## config.mk

```make
export PLATFORM = sky130hd
export DESIGN_NAME = seven_seg_scanner
export DESIGN_NICKNAME = d
export VERILOG_FILES = /design/src/rtl/seven_seg_scanner.sv
export SDC_FILE = /design/constraint.sdc
export NUM_CORES = 1
export LEC_CHECK = 0
export BUFFER_PORTS_ARGS = -buffer_cell sky130_fd_sc_hd__clkbuf_2
export CELL_PAD_IN_SITES_DETAIL_PLACEMENT = 1
export CELL_PAD_IN_SITES_GLOBAL_PLACEMENT = 2
export CORE_MARGIN = 2
export CORE_UTILIZATION = 39
export CTS_BUF_LIST = sky130_fd_sc_hd__clkbuf_4 sky130_fd_sc_hd__clkbuf_8
export DETAILED_ROUTE_END_ITERATION = 10
export PLACE_DENSITY_LB_ADDON = 0.08
export SLEW_MARGIN = 20
export SYNTH_ARGS = -nofsm -noshare
export SYNTH_HDL_FRONTEND = slang
export SYNTH_SLANG_ARGS = --single-unit
```

## constraint.sdc

```tcl
create_clock -name i_clk -period 4.7 [get_ports i_clk]
set_input_delay 0.94 -clock i_clk [delete_from_list [all_inputs] [get_ports i_clk]]
set_output_delay 0.94 -clock i_clk [all_outputs]
set_load 0.01 [all_outputs]
```

## src/rtl/seven_seg_scanner.sv

```systemverilog
// -----------------------------------------------------------------------------
// seven_seg_scanner
//
// Time-multiplexed driver for a bank of common-anode/common-cathode seven
// segment digits. A shadow copy of the hex nibbles and decimal points is
// captured on i_load. Each digit is driven in turn for TICKS_PER_DIGIT clock
// cycles. Optional leading-zero blanking is applied from the live
// i_blank_lz input.
//
// Parameters
//   NUM_DIGITS      number of multiplexed digits (1..8)
//   TICKS_PER_DIGIT clock cycles each digit is driven (>= 1)
//   ACTIVE_LOW_SEG  1 = o_seg / o_dp are inverted at the pins
//   ACTIVE_LOW_AN   1 = o_an is inverted at the pins
//
// Ports
//   i_clk         rising-edge clock
//   i_rst_n       synchronous active-low reset
//   i_data        hex nibbles, nibble k drives digit k (digit 0 = LSB nibble)
//   i_dp          decimal-point request per digit
//   i_load        capture strobe for i_data / i_dp into the shadow registers
//   i_blank_lz    leading-zero blanking enable (used live, not shadowed)
//   o_seg         registered segments, bit order gfedcba
//   o_dp          registered decimal point of the active digit
//   o_an          registered one-hot digit enable
//   o_frame_done  registered one-cycle pulse as the scan wraps back to digit 0
// -----------------------------------------------------------------------------
module seven_seg_scanner #(
    parameter int NUM_DIGITS      = 4,
    parameter int TICKS_PER_DIGIT = 1000,
    parameter bit ACTIVE_LOW_SEG  = 1'b0,
    parameter bit ACTIVE_LOW_AN   = 1'b0
) (
    input  logic                    i_clk,
    input  logic                    i_rst_n,
    input  logic [4*NUM_DIGITS-1:0] i_data,
    input  logic [NUM_DIGITS-1:0]   i_dp,
    input  logic                    i_load,
    input  logic                    i_blank_lz,
    output logic [6:0]              o_seg,
    output logic                    o_dp,
    output logic [NUM_DIGITS-1:0]   o_an,
    output logic                    o_frame_done
);

    // Counter widths never collapse to zero bits, so NUM_DIGITS=1 and
    // TICKS_PER_DIGIT=1 still give well-formed (constant) registers.
    localparam int IDX_W  = (NUM_DIGITS > 1) ? $clog2(NUM_DIGITS) : 1;
    localparam int TICK_W = (TICKS_PER_DIGIT > 1) ? $clog2(TICKS_PER_DIGIT) : 1;

    localparam logic [IDX_W-1:0]  IDX_LAST  = IDX_W'(NUM_DIGITS - 1);
    localparam logic [TICK_W-1:0] TICK_LAST = TICK_W'(TICKS_PER_DIGIT - 1);

    // Pin-level inversion masks, applied after the logical encoding.
    localparam logic [6:0]            SEG_INV = {7{ACTIVE_LOW_SEG}};
    localparam logic                  DP_INV  = ACTIVE_LOW_SEG;
    localparam logic [NUM_DIGITS-1:0] AN_INV  = {NUM_DIGITS{ACTIVE_LOW_AN}};

    // ST_PRIME is the single cycle after reset release: digit 0 is put on
    // the outputs without advancing the tick counter, so that the first
    // digit after reset is held for the full TICKS_PER_DIGIT cycles.
    typedef enum logic {
        ST_PRIME = 1'b0,
        ST_SCAN  = 1'b1
    } state_t;

    state_t                  state_p0;
    state_t                  state_d;

    logic [TICK_W-1:0]       tick_p0;
    logic [TICK_W-1:0]       tick_d;
    logic [IDX_W-1:0]        idx_p0;
    logic [IDX_W-1:0]        idx_d;
    logic                    frame_d;

    logic [4*NUM_DIGITS-1:0] shadow_data_p0;
    logic [NUM_DIGITS-1:0]   shadow_dp_p0;

    logic [NUM_DIGITS-1:0]   zero_from;
    logic                    upper_zero;
    logic [3:0]              nib_d;
    logic                    blank_d;
    logic [6:0]              seg_d;
    logic                    dp_d;
    logic [NUM_DIGITS-1:0]   an_d;

    logic [6:0]              seg_p1;
    logic                    dp_p1;
    logic [NUM_DIGITS-1:0]   an_p1;
    logic                    frame_p1;

    // Logical (active-high) segment pattern for one hex nibble, gfedcba.
    function automatic logic [6:0] hex_to_seg(input logic [3:0] nib);
        logic [6:0] seg;
        case (nib)
            4'h0:    seg = 7'h3F;
            4'h1:    seg = 7'h06;
            4'h2:    seg = 7'h5B;
            4'h3:    seg = 7'h4F;
            4'h4:    seg = 7'h66;
            4'h5:    seg = 7'h6D;
            4'h6:    seg = 7'h7D;
            4'h7:    seg = 7'h07;
            4'h8:    seg = 7'h7F;
            4'h9:    seg = 7'h67;
            4'hA:    seg = 7'h77;
            4'hB:    seg = 7'h7C;
            4'hC:    seg = 7'h39;
            4'hD:    seg = 7'h5E;
            4'hE:    seg = 7'h79;
            default: seg = 7'h71;
        endcase
        return seg;
    endfunction

    // ------------------------------------------------------------------
    // Stage p0: scan control (state, tick counter, digit index)
    // ------------------------------------------------------------------
    always_ff @(posedge i_clk) begin
        if (!i_rst_n) begin
            state_p0 <= ST_PRIME;
        end else begin
            state_p0 <= state_d;
        end
    end

    always_comb begin
        state_d = state_p0;
        tick_d  = tick_p0;
        idx_d   = idx_p0;
        frame_d = 1'b0;
        case (state_p0)
            ST_PRIME: begin
                state_d = ST_SCAN;
            end
            ST_SCAN: begin
                if (tick_p0 == TICK_LAST) begin
                    tick_d = '0;
                    if (idx_p0 == IDX_LAST) begin
                        idx_d   = '0;
                        frame_d = 1'b1;
                    end else begin
                        idx_d = idx_p0 + IDX_W'(1);
                    end
                end else begin
                    tick_d = tick_p0 + TICK_W'(1);
                end
            end
            default: begin
                state_d = ST_PRIME;
            end
        endcase
    end

    // zero_from[k] is set when nibbles NUM_DIGITS-1..k of the shadow are
    // all zero, i.e. digit k is a leading zero.
    always_comb begin
        zero_from  = '0;
        upper_zero = 1'b1;
        for (int k = NUM_DIGITS - 1; k >= 0; k--) begin
            upper_zero   = upper_zero & (shadow_data_p0[k*4 +: 4] == 4'h0);
            zero_from[k] = upper_zero;
        end
    end

    // Content for the digit that becomes active at this edge. It is taken
    // from the shadow as it stands before any coincident load, so a load
    // shows up one edge later.
    always_comb begin
        nib_d   = 4'h0;
        dp_d    = 1'b0;
        an_d    = '0;
        blank_d = 1'b0;
        for (int k = 0; k < NUM_DIGITS; k++) begin
            if (idx_d == IDX_W'(k)) begin
                nib_d   = shadow_data_p0[k*4 +: 4];
                dp_d    = shadow_dp_p0[k];
                an_d[k] = 1'b1;
                blank_d = i_blank_lz && (k != 0) && zero_from[k];
            end
        end
        seg_d = blank_d ? 7'h00 : hex_to_seg(nib_d);
    end

    // ------------------------------------------------------------------
    // Stage p1: shadow capture and registered pin outputs
    // ------------------------------------------------------------------
    always_ff @(posedge i_clk) begin
        if (!i_rst_n) begin
            tick_p0        <= '0;
            idx_p0         <= '0;
            shadow_data_p0 <= '0;
            shadow_dp_p0   <= '0;
            seg_p1         <= SEG_INV;
            dp_p1          <= DP_INV;
            an_p1          <= AN_INV;
            frame_p1       <= 1'b0;
        end else begin
            tick_p0  <= tick_d;
            idx_p0   <= idx_d;
            if (i_load) begin
                shadow_data_p0 <= i_data;
                shadow_dp_p0   <= i_dp;
            end
            seg_p1   <= seg_d ^ SEG_INV;
            dp_p1    <= dp_d ^ DP_INV;
            an_p1    <= an_d ^ AN_INV;
            frame_p1 <= frame_d;
        end
    end

    assign o_seg        = seg_p1;
    assign o_dp         = dp_p1;
    assign o_an         = an_p1;
    assign o_frame_done = frame_p1;

endmodule

```

==> summary.md, run 1 <==
| Metric | Value |
|---|---|
| Post-CTS sizing | `0` |
| Crit-path max FO | `9` |
| Synth Net Count | `243` |
| Worst endpoint required time | `about 4.9 ns` |
| Max_cap viols | `0` |
| Worst vdd rail ir drop | `between 0.1 and 0.15 mV` |
| Synth top cells by count | `dfxtp_1 (46), mux2i_1 (32), nor2_1 (25)` |
| WP data arrival | `3.82 ns` |
| Antenna viol nets, final | `0` |
| Sequential fraction of the synthesis area | `0.433` |
| Syn. warnings | `0` |
| Worst Hold Class | `reg -> reg` |
| H-tree Lvls | `2` |
| Synthesized instance count | `between 200 and 250` |
| Inst Count DP | `just over 300` |
| Top cell type's share of synthesized area | `0.433` |
| Ys flop type | `dfxtp_1` |
| Hold depth | `2` |
| Slew Viols, Final | `0` |
| Setup total negative slack | `0 ns` |
| Core ar. | `between 5000 and 6000 um2` |
| Synth cell types | `44` |
| Final min period | `between 3 and 4 ns` |
| I/O Pins | `37` |
| Sink Count | `46` |
| Worst-Skew Late Latency | `around 0.30 ns` |
| Outcome | `completed` |
| Clk pin slew, worst setup/hold paths | `about 0.090 ns` |
| N_diodes | `0` |
| Yosys reg bits | `46` |
| Slowest-stage cell, CP | `nor4b_1` |
| Vias in the first global route | `1,816` |
| First DRT Iteration DRCs | `58` |
| Most frequent cell after synthesis | `dfxtp_1` |
| Post-Synthesis Cell Area | `2130 um2` |
| Top cell type by total area after synthesis | `dfxtp_1` |
| Worst Setup EP | `o_seg[0]` |
| Initial antenna violation count | `0` |
| CTS Root Cell | `clkbuf_8` |
| Number of setup buffers added after CTS | `0` |
| Global-route wire length before repair | `8.47 mm` |
| Critical path launch point | `tick_p0[0]` |
| Reg2reg end | `o_seg[0]` |
| Final setup fails | `0` |
| Cells along the critical path | `ha_1, nand3_1, nor4b_1, or2_1, mux2i_1, mux2i_1, inv_1, ha_1, or4_1, o211ai_1` |
| Grt total ovfl | `0` |
| CTS tree | `yes` |
| Initial Util | `0.411` |
| Worst hold margin | `between 0.5 and 0.6 ns` |
| Unrepaired setup endpoints after global routing | `no` |
| Async SR Flop Fraction | `0` |
| Num rows | `26` |
| Share of cells above drive strength 1 | `0.239` |
| Hold_buf cts | `0` |
| Top cells by area, synth | `dfxtp_1 (43%), mux2i_1 (15%), ha_1 (5.3%), nor2_1 (4.4%), mux2_4 (2.1%)` |
| Final Non-Filler Cells | `roughly 320` |
| Final WL | `just under 5 mm` |
| Area grow syn2layout | `15.8%` |
| Final #Nets | `between 200 and 300` |
| Clk buf depth | `2` |
| Reg2Reg Setup Slack | `~1.1 ns` |
| Die area | `slightly above 6000 um2` |
| Fin crit share | `0.765` |
| Die Wd | `77.9 um` |
| Power per Cell Area | `328 nW/um2` |
| Pin count of the biggest net entering global routing | `21` |
| Total track usage | `0.175` |
| Total iterations of the first detailed-routing run | `4` |
| Hold Fails Final Rpt | `0` |
| Critical path launch point type | `flop` |
| Average wire per standard cell | `roughly 15 um` |
| Depth of the most critical reg-to-reg path | `10` |
| Setup crit end kind | `flop` |
| Final Skew | `just under 0.005 ns` |
| Crit-path max cell delay | `just under 0.7 ns` |
| Setup CP Type | `reg -> reg` |
| Die height | `roughly 78 um` |
| # port buffers | `36` |
| Drt drc | `0` |
| Max Clk Rate | `~280 MHz` |
| Via density | `between 5 and 6` |
| RR Startpoint | `tick_p0[0]` |
| Leak | `roughly 1.1 nW` |
| Via Count | `approximately 1,700` |
| Rel. slew slack | `0.531` |
| GP Congestion | `0.817` |
| Number of buffers created by CTS | `5` |
| EDFF count, synth | `0` |
| Mean area per synthesized cell | `10.1 um2` |
| DP HPWL | `3.70 mm` |
| Worst-margin pin slew | `about 0.69 ns` |
## placed cells by master, fill, tap and decap left out, types with 2 or more instances in the layout
cell        Yosys  final
ha_1            9      9
nor4_1          3      3
nand2_1         8      8
clkbuf_8        0      5
mux2i_1        32     32
inv_1           6      6
nor3_1          3      3
dfxtp_1        46     46
o211ai_1        2      2
and3_1          2      2
a311oi_1        2      2
nand4_1         4      4
or3_1           3      3
mux2_4          3      3
a21oi_1         4      4
o21ai_0         5      5
o22a_2          2      2
and2_2          2      2
o31ai_1         2      2
xor2_1          4      4
xnor2_1         3      3
nor2b_1         7      7
a221oi_1        2      2
and2_1          2      2
mux2_2          3      3
nor2_1         25     25
nand3_1         2      2
clkbuf_2        0     36
clkinvlp_4      0      2
## power breakdown
group | leakage (nW) | switching [mW] | internal, mW
sequential | 0.378 | 0.0125 | 0.409
clock | 0.0504 | 0.141 | 0.158
combinational | 0.660 | 0.0474 | 0.0412
## layout make-up
type	count	area (um2)
inverters	6	22.5
flip-flops and latches	46	921
repair buffers	37	188
well taps	70	87.6
clock inverters	3	45.0
multi-input cells	150	1130
fillers	603	2710
clock buffers	5	68.8
## how the worst min path moves through the flow
stage	start	endpoint	slack [ns]
after CTS	shadow_dp_p0[0]	o_dp	0.51
after detailed placement	shadow_dp_p0[3]	shadow_dp_p0[3]	0.49
after global placement	tick_p0[9]	tick_p0[9]	0.49
after global routing	shadow_dp_p0[1]	o_dp	0.55
after floorplan	shadow_dp_p0[3]	shadow_dp_p0[3]	0.45
final	shadow_dp_p0[0]	o_dp	0.51
## sequential cells by signal, summed over array words and instances (netlist names)
register        count
tick_p0            10
idx_p0              2
o_seg               7
shadow_data_p0     16
shadow_dp_p0        4
o_an                4
state_p0            1
o_dp                1
o_frame_done        1
## metrics by stage
| stage | worst slack [ns] | power (mW) | util | area, um2 |
|---|---|---|---|---|
| floorplan | 1.74 | 0.486 | - | 2130 |
| global placement | 1.49 | 0.514 | 0.454 | 2350 |
| detailed placement | 1.22 | 0.520 | 0.454 | 2350 |
| CTS | 1.18 | 0.820 | 0.476 | 2460 |
| global route | 0.756 | 0.851 | 0.476 | 2460 |
| finish | 1.11 | 0.809 | 0.476 | 2460 |
## critical path: cells and delay by family, from the launching register on
family | cells | cell delay (ns)
simple gates | 4 | 1.84
buf+inv | 1 | 0.22
compound gates | 1 | 0.10
fa+ha+maj | 2 | 0.45
mux | 2 | 0.51
flops | 1 | 0.40
## cells by family (layout without fill, tap and decap cells)
kind of cell | after synthesis | count (layout) | share of synthesized area
adder cells (fa/ha/maj) | 9 | 9 | 0.0529
flip-flops | 46 | 46 | 0.433
AND/OR/NAND/NOR | 71 | 71 | 0.177
AO/OA/AOI/OAI | 25 | 25 | 0.0853
XOR/XNOR | 7 | 7 | 0.0288
buffers and inverters | 14 | 51 | 0.0353
multiplexers | 38 | 38 | 0.188
## per-layer routing
layer / track usage / routed length (um) / vias up
met1: 0.202 / 2100 / 808
met5: 0 / 0 / -
met4: 0.0679 / 111 / 0
li1: - / - / 812
met3: 0.0442 / 163 / 12
met2: 0.308 / 2480 / 30
(Power assumes the default switching activity.)
==> run 2, diff against run 1 <==
Settings changed: ABC_AREA set to 1, CORE_UTILIZATION 39 to 30.
Clock period 4.7 ns to 3.2 ns, I/O delays scaled along.
==> run 2 against run 1 <==
Compared with the run above:
- total power is 40% higher
- die area grew 35%
- routed wire length up 12%
- combinational power grew 60%
- critical path type unchanged
- largest cell class unchanged
- highest routed layer unchanged
==> summary.md, run 2 <==
| Metric | Value |
|---|---|
| Num rows | `31 (+19%)` |
| WHS Endpoint | `shadow_dp_p0[2]` |
| Max Clk Rate | `369 MHz (+33%)` |
| Outcome | `completed` |
| Worst endpoint required time | `3.44 ns (-1.48 ns)` |
| Reg2Reg Setup Slack | `0.49 ns (-0.61 ns)` |
| Top cell type by total area after synthesis | `dfxtp_1` |
| DP HPWL | `4.21 mm (+14%)` |
| Power per Cell Area | `436 nW/um2 (+33%)` |
| Initial Util | `0.310 (-0.101)` |
| N_diodes | `0 (unchanged)` |
| Worst Hold Class | `reg -> reg` |
| Final Skew | `0.00503 ns (+0.0000773 ns)` |
| H-tree Lvls | `2 (unchanged)` |
| Post-Synthesis Cell Area | `2250 um2 (+5.8%)` |
| Post-CTS sizing | `0 (unchanged)` |
| Most used cell along the critical path | `nor2_1` |
| Hold_sp | `shadow_dp_p0[2]` |
| CP bufs+invs | `3 (+2)` |
| Cells along the critical path | `ha_1, nand2_1, nor2_2, nand4_1, nand2_1, nor2_8, inv_4, nor2_1, a21oi_2, inv_1, ha_1, inv_1, o21ai_2, nor2_1, nor2_1` |
| Total iterations of the first detailed-routing run | `4 (unchanged)` |
| Die height | `90.6 um (+16%)` |
| Register bank with the most flops | `shadow_data_p0` |
| Sink Count | `46 (unchanged)` |
| Worst-margin pin slew | `0.838 ns (+0.144 ns)` |
| Initial antenna violation count | `0 (unchanged)` |
| Sequential power share | `0.544 (+0.023)` |
| Total track usage | `0.144 (-0.0309)` |
| Slowest-stage cell, CP | `nand2_1` |
| Average wire per standard cell | `12.5 um (-18%)` |
| Crit-path max cell delay | `0.42 ns (-0.27 ns)` |
| Pin count of the biggest net entering global routing | `33 (+57%)` |
| Critical path launch point type | `flop` |
| Most frequent cell after synthesis | `nand2_1` |
| Number of buffers created by CTS | `5 (unchanged)` |
| Die area | `8210 um2 (+35%)` |
| Synth Net Count | `331 (+36%)` |
| Global-route wire length before repair | `9.60 mm (+13%)` |
| Via Count | `1,955 (+18%)` |
| Number of setup buffers added after CTS | `0 (unchanged)` |
| CP Depth | `15 (+5)` |
| Setup total negative slack | `0 ns (unchanged)` |
| Hold depth | `2 (unchanged)` |
| Die Wd | `90.6 um (+16%)` |
| Hold Fails Final Rpt | `0 (unchanged)` |
| Yosys reg bits | `46 (unchanged)` |
| Hold_buf cts | `0 (unchanged)` |
| Share of cells above drive strength 1 | `0.222 (-0.0173)` |
| Final min period | `2.71 ns (-0.886 ns)` |
| Clk buf depth | `2 (unchanged)` |
| Final WL | `5.43 mm (+12%)` |
| First DRT Iteration DRCs | `34 (-41%)` |
| Register area | `921 um2 (unchanged)` |
| Synthesized instance count | `298 (+42%)` |
| Synth cell types | `34 (-23%)` |
| Syn. warnings | `0 (unchanged)` |
| Grt total ovfl | `0 (unchanged)` |
| Setup crit end kind | `flop` |
| Top cell type's share of synthesized area | `0.409 (-0.0238)` |
| Final setup fails | `0 (unchanged)` |
| Comb pwr share | `0.125 (+0.015)` |
| Via density | `4.52 (-14%)` |
| Most frequent cells in the layout | `nand2_1 (48), dfxtp_1 (46), nor2_1 (41)` |
| RR Startpoint | `tick_p0[1]` |
| Worst vdd rail ir drop | `0.163 mV (+42%)` |
| Synth top cells by count | `nand2_1 (48), dfxtp_1 (46), nor2_1 (41)` |
| I/O Pins | `37 (unchanged)` |
| Flip-flop count of the largest register after layout | `16 (unchanged)` |
| Sequential fraction of the synthesis area | `0.409 (-0.0238)` |
| WP data arrival | `2.95 ns (-0.87 ns)` |
| Vias in the first global route | `1,999 (+10%)` |
| Switching power | `295 uW (+47%)` |
| Ys flop type | `dfxtp_1` |
| Internal | `840 uW (+38%)` |
| Crit-path max FO | `11 (+2)` |
| Core ar. | `7250 um2 (+40%)` |
| EDFF count, synth | `0 (unchanged)` |
| Clk pwr share | `0.330 (-0.039)` |
| Top cells by area, synth | `dfxtp_1 (41%), nand2_1 (8.0%), nor2_1 (6.8%), o21ai_0 (5.1%), ha_1 (5.0%)` |
| Drt drc | `0 (unchanged)` |
| Setup CP Type | `reg -> reg` |
| Rel. slew slack | `0.441 (-0.0900)` |
| Async SR Flop Fraction | `0 (unchanged)` |
| # fillers | `929 (+54%)` |
| Leading cell type in the layout, fill and taps excluded | `nand2_1` |
| Unrepaired setup endpoints after global routing | `no` |
| Mean area per synthesized cell | `7.55 um2 (-25%)` |
| Worst path top cell family by delay | `simple AND/OR/NAND/NOR gates` |
| CTS Root Cell | `clkbuf_8` |
| # port buffers | `36 (unchanged)` |
| Worst-Skew Late Latency | `0.30 ns (about the same)` |
| Final #Nets | `366 (+31%)` |
| Total power | `1.13 mW (+40%)` |
| CTS tree | `yes` |
| Slew Viols, Final | `0 (unchanged)` |
| Reg2reg end | `o_seg[3]` |
| Sw frac | `0.260 (+0.0119)` |
| Antenna viol nets, final | `0 (unchanged)` |
| Leak | `1.19 nW (+9.3%)` |
| Multi-input gate area | `1150 um2 (+1.4%)` |
| Max_cap viols | `0 (unchanged)` |
| Depth of the most critical reg-to-reg path | `15 (+5)` |
| Fin crit share | `0.846 (+0.0816)` |
| Clk pin slew, worst setup/hold paths | `0.08 ns (about the same)` |
| Area grow syn2layout | `15.6%` |
| GP Congestion | `0.777 (-4.9%)` |
run 2: cells by family after synthesis:
logic type	Yosys count	synth area share
and+or+nand+nor	148	0.321
AOI/OAI and AO/OA	49	0.127
xor gates and xnor gates	2	0.00778
muxes	1	0.00445
DFF	46	0.409
buffers and inverters	43	0.0812
adders and majority gates	9	0.0500
run 2: layout make-up:
| type | count | share of cell area |
|---|---|---|
| clock buffers | 7 | 0.0346 |
| multi-input cells | 209 | 0.441 |
| clock inverters | 1 | 0.00192 |
| well taps | 99 | 0.0476 |
| repair buffers | 36 | 0.0693 |
| inverters | 35 | 0.0515 |
| flip-flops and latches | 46 | 0.354 |
run 2: layer usage:
metal | track usage | wire, um | vias to the layer above
li1 | - | - | 1035
met1 | 0.195 | 2640 | 881
met2 | 0.231 | 2510 | 32
met3 | 0.0275 | 188 | 7
met4 | 0.0462 | 82 | 0
met5 | 0 | 0 | -
run 2: per-stage QoR:
stage,setup slack [ns],std cells,utilization,cell area (um2),hold WS [ns]
global placement,0.628,425,0.346,2510,0.455
floorplan,0.932,298,-,2250,0.434
CTS,0.455,433,0.359,2600,0.479
finish,0.491,433,0.359,2600,0.474
detailed placement,0.495,425,0.346,2510,0.466
global route,0.128,433,0.359,2600,0.510
run 2: worst max-delay path by stage:
stage	from	to
4_1_cts	tick_p0[1]	o_seg[3]
6_report	tick_p0[1]	o_seg[3]
3_5_place_dp	tick_p0[1]	o_seg[3]
5_1_grt	tick_p0[0]	o_seg[3]
3_3_place_gp	tick_p0[0]	o_seg[3]
2_1_floorplan	tick_p0[0]	o_seg[1]
run 2: worst min-delay path: cells and delay by family (launching register included):
kind	cells	cell delay, ns
DFF	1	0.30
AOI/OAI and AO/OA	1	0.06
buffers and inverters	1	0.06
run 2: power groups by stage:
stage          Clock (mW)  Combinational (mW)  Sequential (mW)
5_1_grt             0.423               0.166            0.623
4_1_cts             0.397               0.145            0.618
2_1_floorplan           0              0.0914            0.632
6_report            0.375               0.142            0.617
3_5_place_dp            0               0.145            0.632
3_3_place_gp            0               0.144            0.631
